`src/rtl/pwm_pkg.sv`:
```
// Shared PWM link constants (common with the duty-ramp transmitter) and
// the receiver state encoding.
package pwm_pkg;

    localparam int unsigned PWM_PERIOD = 16;
    localparam int unsigned PWM_DUTY_W = 4;
    localparam int unsigned DMAX       = (1 << PWM_DUTY_W) - 1;

    typedef enum logic [1:0] {
        IDLE,
        MEASURE,
        STUCK
    } cap_state_t;

    function automatic int unsigned sat_code(int unsigned cnt, int unsigned dmax);
        return (cnt > dmax) ? dmax : cnt;
    endfunction

endpackage

```
`src/rtl/pwm_edge_sync.sv`:
```
// Line conditioning for pwm_capture: optional 2-flop synchronizer
// (PWM_CAP_SYNC_EN), one-cycle delayed copy and rise/fall detection.
module pwm_edge_sync (
    input  logic clk,
    input  logic rst,
    input  logic pwm_in,
    output logic s,
    output logic rise,
    output logic fall
);

    logic line_c;
    logic s_d;

`ifdef PWM_CAP_SYNC_EN
    logic [1:0] sync_q;

    always_ff @(posedge clk) begin
        if (rst) begin
            sync_q <= '0;
        end else begin
            sync_q <= {sync_q[0], pwm_in};
        end
    end

    assign line_c = sync_q[1];
`else
    assign line_c = pwm_in;
`endif

    always_ff @(posedge clk) begin
        if (rst) begin
            s   <= 1'b0;
            s_d <= 1'b0;
        end else begin
            s   <= line_c;
            s_d <= s;
        end
    end

    assign rise = s & ~s_d;
    assign fall = ~s & s_d;

endmodule

```
`src/rtl/pwm_capture.sv`:
```
// PWM receiver: measures high time per rise-to-rise frame and reports a
// saturated duty code, ramp end points, frame errors and stuck line.
// Define PWM_CAP_SYNC_EN to insert a 2-flop input synchronizer.
module pwm_capture
    import pwm_pkg::*;
#(
    parameter int unsigned PERIOD  = PWM_PERIOD,
    parameter int unsigned DUTY_W  = PWM_DUTY_W,
    parameter int unsigned TIMEOUT = 2 * PERIOD
) (
    input  logic              clk,
    input  logic              rst,
    input  logic              pwm_in,
    output logic [DUTY_W-1:0] duty_cycle,
    output logic              duty_valid,
    output logic              ready,
    output logic              ready_d,
    output logic              period_err,
    output logic              stuck
);

    localparam int unsigned       CW     = $clog2(TIMEOUT + 1);
    localparam int unsigned       DMAX_C = (DUTY_W == PWM_DUTY_W) ? DMAX : ((1 << DUTY_W) - 1);
    localparam logic [CW-1:0]     TO_C   = CW'(TIMEOUT);
    localparam logic [CW-1:0]     PER_C  = CW'(PERIOD);
    localparam logic [CW-1:0]     ONE_C  = CW'(1);
    localparam logic [DUTY_W-1:0] DMAX_V = DUTY_W'(DMAX_C);

    logic s, rise, fall;

    cap_state_t        state_q, state_d;
    logic [CW-1:0]     hi_cnt, per_cnt;
    logic [CW-1:0]     hi_d, per_d, hi_inc, per_inc;
    logic              timeout;
    logic              rep, rep_perr, rep_ready, rep_ready_d;
    logic [DUTY_W-1:0] rep_code;

    pwm_edge_sync u_edge (
        .clk    (clk),
        .rst    (rst),
        .pwm_in (pwm_in),
        .s      (s),
        .rise   (rise),
        .fall   (fall)
    );

    always_ff @(posedge clk) begin
        if (rst) begin
            state_q <= IDLE;
        end else begin
            state_q <= state_d;
        end
    end

    always_comb begin
        per_inc  = (per_cnt == TO_C) ? TO_C : per_cnt + ONE_C;
        hi_inc   = (s && hi_cnt != TO_C) ? hi_cnt + ONE_C : hi_cnt;
        timeout  = (per_inc == TO_C);
        state_d  = state_q;
        hi_d     = hi_cnt;
        per_d    = per_cnt;
        rep      = 1'b0;
        rep_perr = 1'b0;
        rep_code = duty_cycle;

        case (state_q)
            IDLE: begin
                hi_d  = '0;
                per_d = per_inc;
                if (rise) begin
                    state_d = MEASURE;
                    hi_d    = ONE_C;
                    per_d   = ONE_C;
                end else if (timeout) begin
                    state_d  = STUCK;
                    rep      = 1'b1;
                    rep_code = s ? DMAX_V : '0;
                end
            end
            MEASURE: begin
                hi_d  = hi_inc;
                per_d = per_inc;
                // Rise wins over a simultaneous timeout.
                if (rise) begin
                    rep      = 1'b1;
                    rep_code = DUTY_W'(sat_code(32'(hi_cnt), DMAX_C));
                    rep_perr = (per_cnt != PER_C);
                    hi_d     = ONE_C;
                    per_d    = ONE_C;
                end else if (timeout) begin
                    state_d  = STUCK;
                    rep      = 1'b1;
                    rep_code = s ? DMAX_V : '0;
                end
            end
            STUCK: begin
                if (rise) begin
                    state_d = MEASURE;
                    hi_d    = ONE_C;
                    per_d   = ONE_C;
                end else if (fall) begin
                    state_d = IDLE;
                    hi_d    = '0;
                    per_d   = '0;
                end
            end
            default: state_d = IDLE;
        endcase

        // duty_cycle always holds the previous report, so it doubles as prev.
        rep_ready   = rep && (rep_code == DMAX_V) && (duty_cycle != DMAX_V);
        rep_ready_d = rep && (rep_code == '0) && (duty_cycle != '0);
    end

    always_ff @(posedge clk) begin
        if (rst) begin
            hi_cnt     <= '0;
            per_cnt    <= '0;
            duty_cycle <= '0;
            duty_valid <= 1'b0;
            ready      <= 1'b0;
            ready_d    <= 1'b0;
            period_err <= 1'b0;
            stuck      <= 1'b0;
        end else begin
            hi_cnt     <= hi_d;
            per_cnt    <= per_d;
            duty_cycle <= rep_code;
            duty_valid <= rep;
            ready      <= rep_ready;
            ready_d    <= rep_ready_d;
            period_err <= rep_perr;
            stuck      <= (state_d == STUCK);
        end
    end

endmodule

```
`config.mk`:
```
export PLATFORM = sky130hd
export DESIGN_NAME = pwm_capture
export DESIGN_NICKNAME = d
export VERILOG_FILES = /design/src/rtl/pwm_pkg.sv /design/src/rtl/pwm_edge_sync.sv /design/src/rtl/pwm_capture.sv
export SDC_FILE = /design/constraint.sdc
export NUM_CORES = 1
export LEC_CHECK = 0
export ABC_AREA = 1
export ABC_CLOCK_PERIOD_IN_PS = 5100
export CORE_MARGIN = 2
export CORE_UTILIZATION = 42
export DETAILED_ROUTE_END_ITERATION = 8
export PLACE_DENSITY = 0.7
export SYNTH_ARGS = -nofsm -noshare
export SYNTH_HDL_FRONTEND = slang
export SYNTH_SLANG_ARGS = --single-unit
export TNS_END_PERCENT = 50
```
`constraint.sdc`:
```
create_clock -name clk -period 5.1 [get_ports clk]
set_input_delay 1.53 -clock clk [delete_from_list [all_inputs] [get_ports clk]]
set_output_delay 1.53 -clock clk [all_outputs]
set_load 0.005 [all_outputs]
```
==> results.md <==
* Slew @ Worst Pin at 0.607 ns
* Worst IR Drop VDD at 0.128 mV
* Setup Skew at 0.00234 ns
* Layout area overhead at 13.1%
* First-pass GRT wire length at 4.74 mm
* Fin. Hold Viols at 0
* Post-CTS Hold Buffers at 0
* Clk Latency, worst-skew pair at 0.32 ns
* DR iter-0 viols at 56
* Origin of the critical flop-to-flop path: u_edge.s$_SDFF_PP0_
* DRT antenna net count at 0
* CP arrival at 1.31 ns
* Most common cell after layout, fill and taps aside: nand2_1
* Cts bufs inserted at 3
* Main combinational cell family by area after synthesis: simple AND/OR/NAND/NOR gates
* Hold endpoint: per_cnt[3]$_SDFFE_PP0P_
* Total Power at 359 uW
* Syn Nets at 206
* Clock Path Buffers at 2
* WP data required at 3.57 ns
* Vias per cell at 4.84
* CTS H-tree depth at 1
* All-Layer GR Usage at 16.6%
* Leak pwr at 0.641 nW
* Worst r2r path cells at 8
* Areal power density over the cells at 231 mW/mm2
* Antenna cell count at 0
* Post-Synth XOR/XNOR Area at 1.28%
* Maximum fanout along the worst path at 6
* Outcome: complete, no violations
* Final period utilization at 55.6%
* Setup crit end kind: output port
* Synthesized cell area at 0.00137 mm2
* Setup Fix Bufs, Post-CTS at 0
* I/O Buffers at 11
* Slowest CP cell: clkdlybuf4s50_1
* Largest net degree at the start of global routing at 19
* Chip height at 61.1 um
* Post-CTS Resized at 0
* DRT Pass-1 Iters at 4
* RSZ-0062 raised after global routing: no
* GR Overflow Total at 0
* Synth Area in Adders at 5.47%
* Max Slew Vio Count at 0
* Sum Neg Setup Slack at 0 ns
* HP Start: per_cnt[3]$_SDFFE_PP0P_
* Post-Synth Simple-Gate Area at 34.2%
* Most frequent cells in the layout: 41 x nand2_1, 26 x inv_1, 25 x dfxtp_1
* Tmin final at 2.84 ns
* Io pins at 12
* Synth Area in Compound Gates at 13.4%
* Vias in the first global route at 1127
* Mux contribution to synthesized area at 0%
* Unique masters post-synth at 29
* Initial antenna violation count at 0
* Critical path cell sequence: clkdlybuf4s50_1
* Reg2Reg Setup Slack at 3.21 ns
* Via count at 1224
* Startpoint Class: register
* Sequential area share after synthesis at 36.5%
* Max_cap viols at 0
* Die width at 61.1 um
* CP peak stage delay at 0.54 ns
* Synth warn at 0
* Core area at 0.00308 mm2
* Syn Inst Count at 197
* CTS tree: done
* CTS sink cnt at 25
* Final wirelength at 2.68 mm
* FP Rows at 20
* Root Driver: clkbuf_4
* Nets@finish at 219
* Max_slew headroom at 59.4%
* Clock Pin Slew Worst Setup and Hold Paths at 0.14 ns
* Final setup fails at 0
* Layout cells sized above 1 at 9.57%
* GPL Wtd Cong at 0.840
* Fin Hold WS at 0.527 ns
* Post-DP HPWL at 2.10 mm
* Initial Util at 44.6%
* Internal at 256 uW
* Syn_area_per_cell at 6.96 um2
* Flops & latches, synth at 25
* Wire per inst at 10.6 um
* Worst Hold Class: reg2reg
* Switching share of power at 28.6%
* Clock share of power at 25.2%
* Max frequency at 353 MHz
* Worst path top cell family by delay: buffers and inverters
* Flop pwr share at 58.5%
* Worst path bufs/invs at 1
* Crit Path Category: reg2out
* Combinational Power Share at 16.3%
* RR Endpoint: hi_cnt[1]$_SDFFE_PP0P_
* Worst hold path depth at 2
* Sw Pwr at 103 uW
* Drt drc at 0
* Die area at 0.00374 mm2
==> area by class of cell <==
type                    instances  area (um2)
fillers                       317        1530
multi-input cells             139         746
flip-flops and latches         25         500
inverters                      30         113
repair buffers                 11         110
well taps                      44        55.1
clock buffers                   3        22.5
clock inverters                 1        5.00
==> cells by family (layout without fill, tap and decap cells) <==
| kind of cell | after synthesis | in the layout |
|---|---|---|
| AOI/OAI and AO/OA | 30 | 30 |
| xor gates and xnor gates | 2 | 2 |
| adders and majority gates | 6 | 6 |
| buffers and inverters | 33 | 45 |
| DFF | 25 | 25 |
| and+or+nand+nor | 101 | 101 |
==> sequential cells by signal, summed over array words and instances, names as in the netlist <==
| name | count |
|---|---|
| hi_cnt | 6 |
| period_err | 1 |
| u_edge.s_d | 1 |
| duty_cycle | 4 |
| u_edge.s | 1 |
| ready | 1 |
| stuck | 1 |
| state_q | 2 |
| ready_d | 1 |
| duty_valid | 1 |
| per_cnt | 6 |
==> power groups by stage <==
stage | combinational, mW | sequential [mW] | clock, mW
after CTS | 0.0587 | 0.210 | 0.0950
after global routing | 0.0671 | 0.211 | 0.103
after floorplan | 0.0443 | 0.213 | 0
after detailed placement | 0.0584 | 0.214 | 0
after global placement | 0.0581 | 0.214 | 0
final | 0.0584 | 0.210 | 0.0905
==> worst max path at each step <==
stage / from / to / cells past startpoint
4_1_cts: duty_cycle[0]$_SDFF_PP0_ / duty_cycle[0] / 1
3_5_place_dp: rst / ready$_SDFF_PP0_ / 6
2_1_floorplan: rst / duty_cycle[2]$_SDFF_PP0_ / 3
6_report: duty_cycle[0]$_SDFF_PP0_ / duty_cycle[0] / 1
5_1_grt: duty_cycle[0]$_SDFF_PP0_ / duty_cycle[0] / 1
3_3_place_gp: rst / ready_d$_SDFF_PP0_ / 6
==> Yosys cell counts <==
library cell / count / share of area, %
a211oi_1: 1 / 0.55
a21oi_1: 13 / 4.7
a21oi_4: 1 / 1.2
a221oi_1: 1 / 0.64
a31oi_1: 1 / 0.46
a41oi_1: 1 / 0.64
buf_2: 1 / 0.36
clkbuf_1: 2 / 0.55
dfxtp_1: 25 / 36
ha_1: 6 / 5.5
inv_1: 26 / 7.1
inv_2: 4 / 1.1
nand2_1: 41 / 11
nand2_2: 4 / 1.8
nand3_1: 14 / 5.1
nand3_2: 3 / 2.2
nand3b_1: 1 / 0.55
nand4_1: 5 / 2.3
nand4_2: 1 / 0.91
nor2_1: 23 / 6.3
nor2_2: 1 / 0.46
nor2_4: 1 / 0.82
nor3_1: 7 / 2.6
o211ai_1: 1 / 0.55
o21ai_0: 3 / 1.1
o21ai_1: 3 / 1.1
o21ai_2: 1 / 0.64
o22ai_1: 4 / 1.8
xor2_1: 2 / 1.3
==> per-stage QoR <==
stage	util (%)	instances	cell area, um2	setup WS, ns
floorplan	-	197	1370	2.88
global placement	49.5	249	1520	2.14
detailed placement	49.5	249	1520	2.10
CTS	50.4	253	1550	2.24
global route	50.4	253	1550	2.18
finish	50.4	253	1550	2.26
==> routing by layer <==
layer  global-route usage, %  share of wire, %
met5                       0                 0
met3                    3.78               3.4
met1                    22.8                51
met4                    3.42              0.49
met2                    26.9                45
No activity file was read; power rests on OpenSTA's default activity.
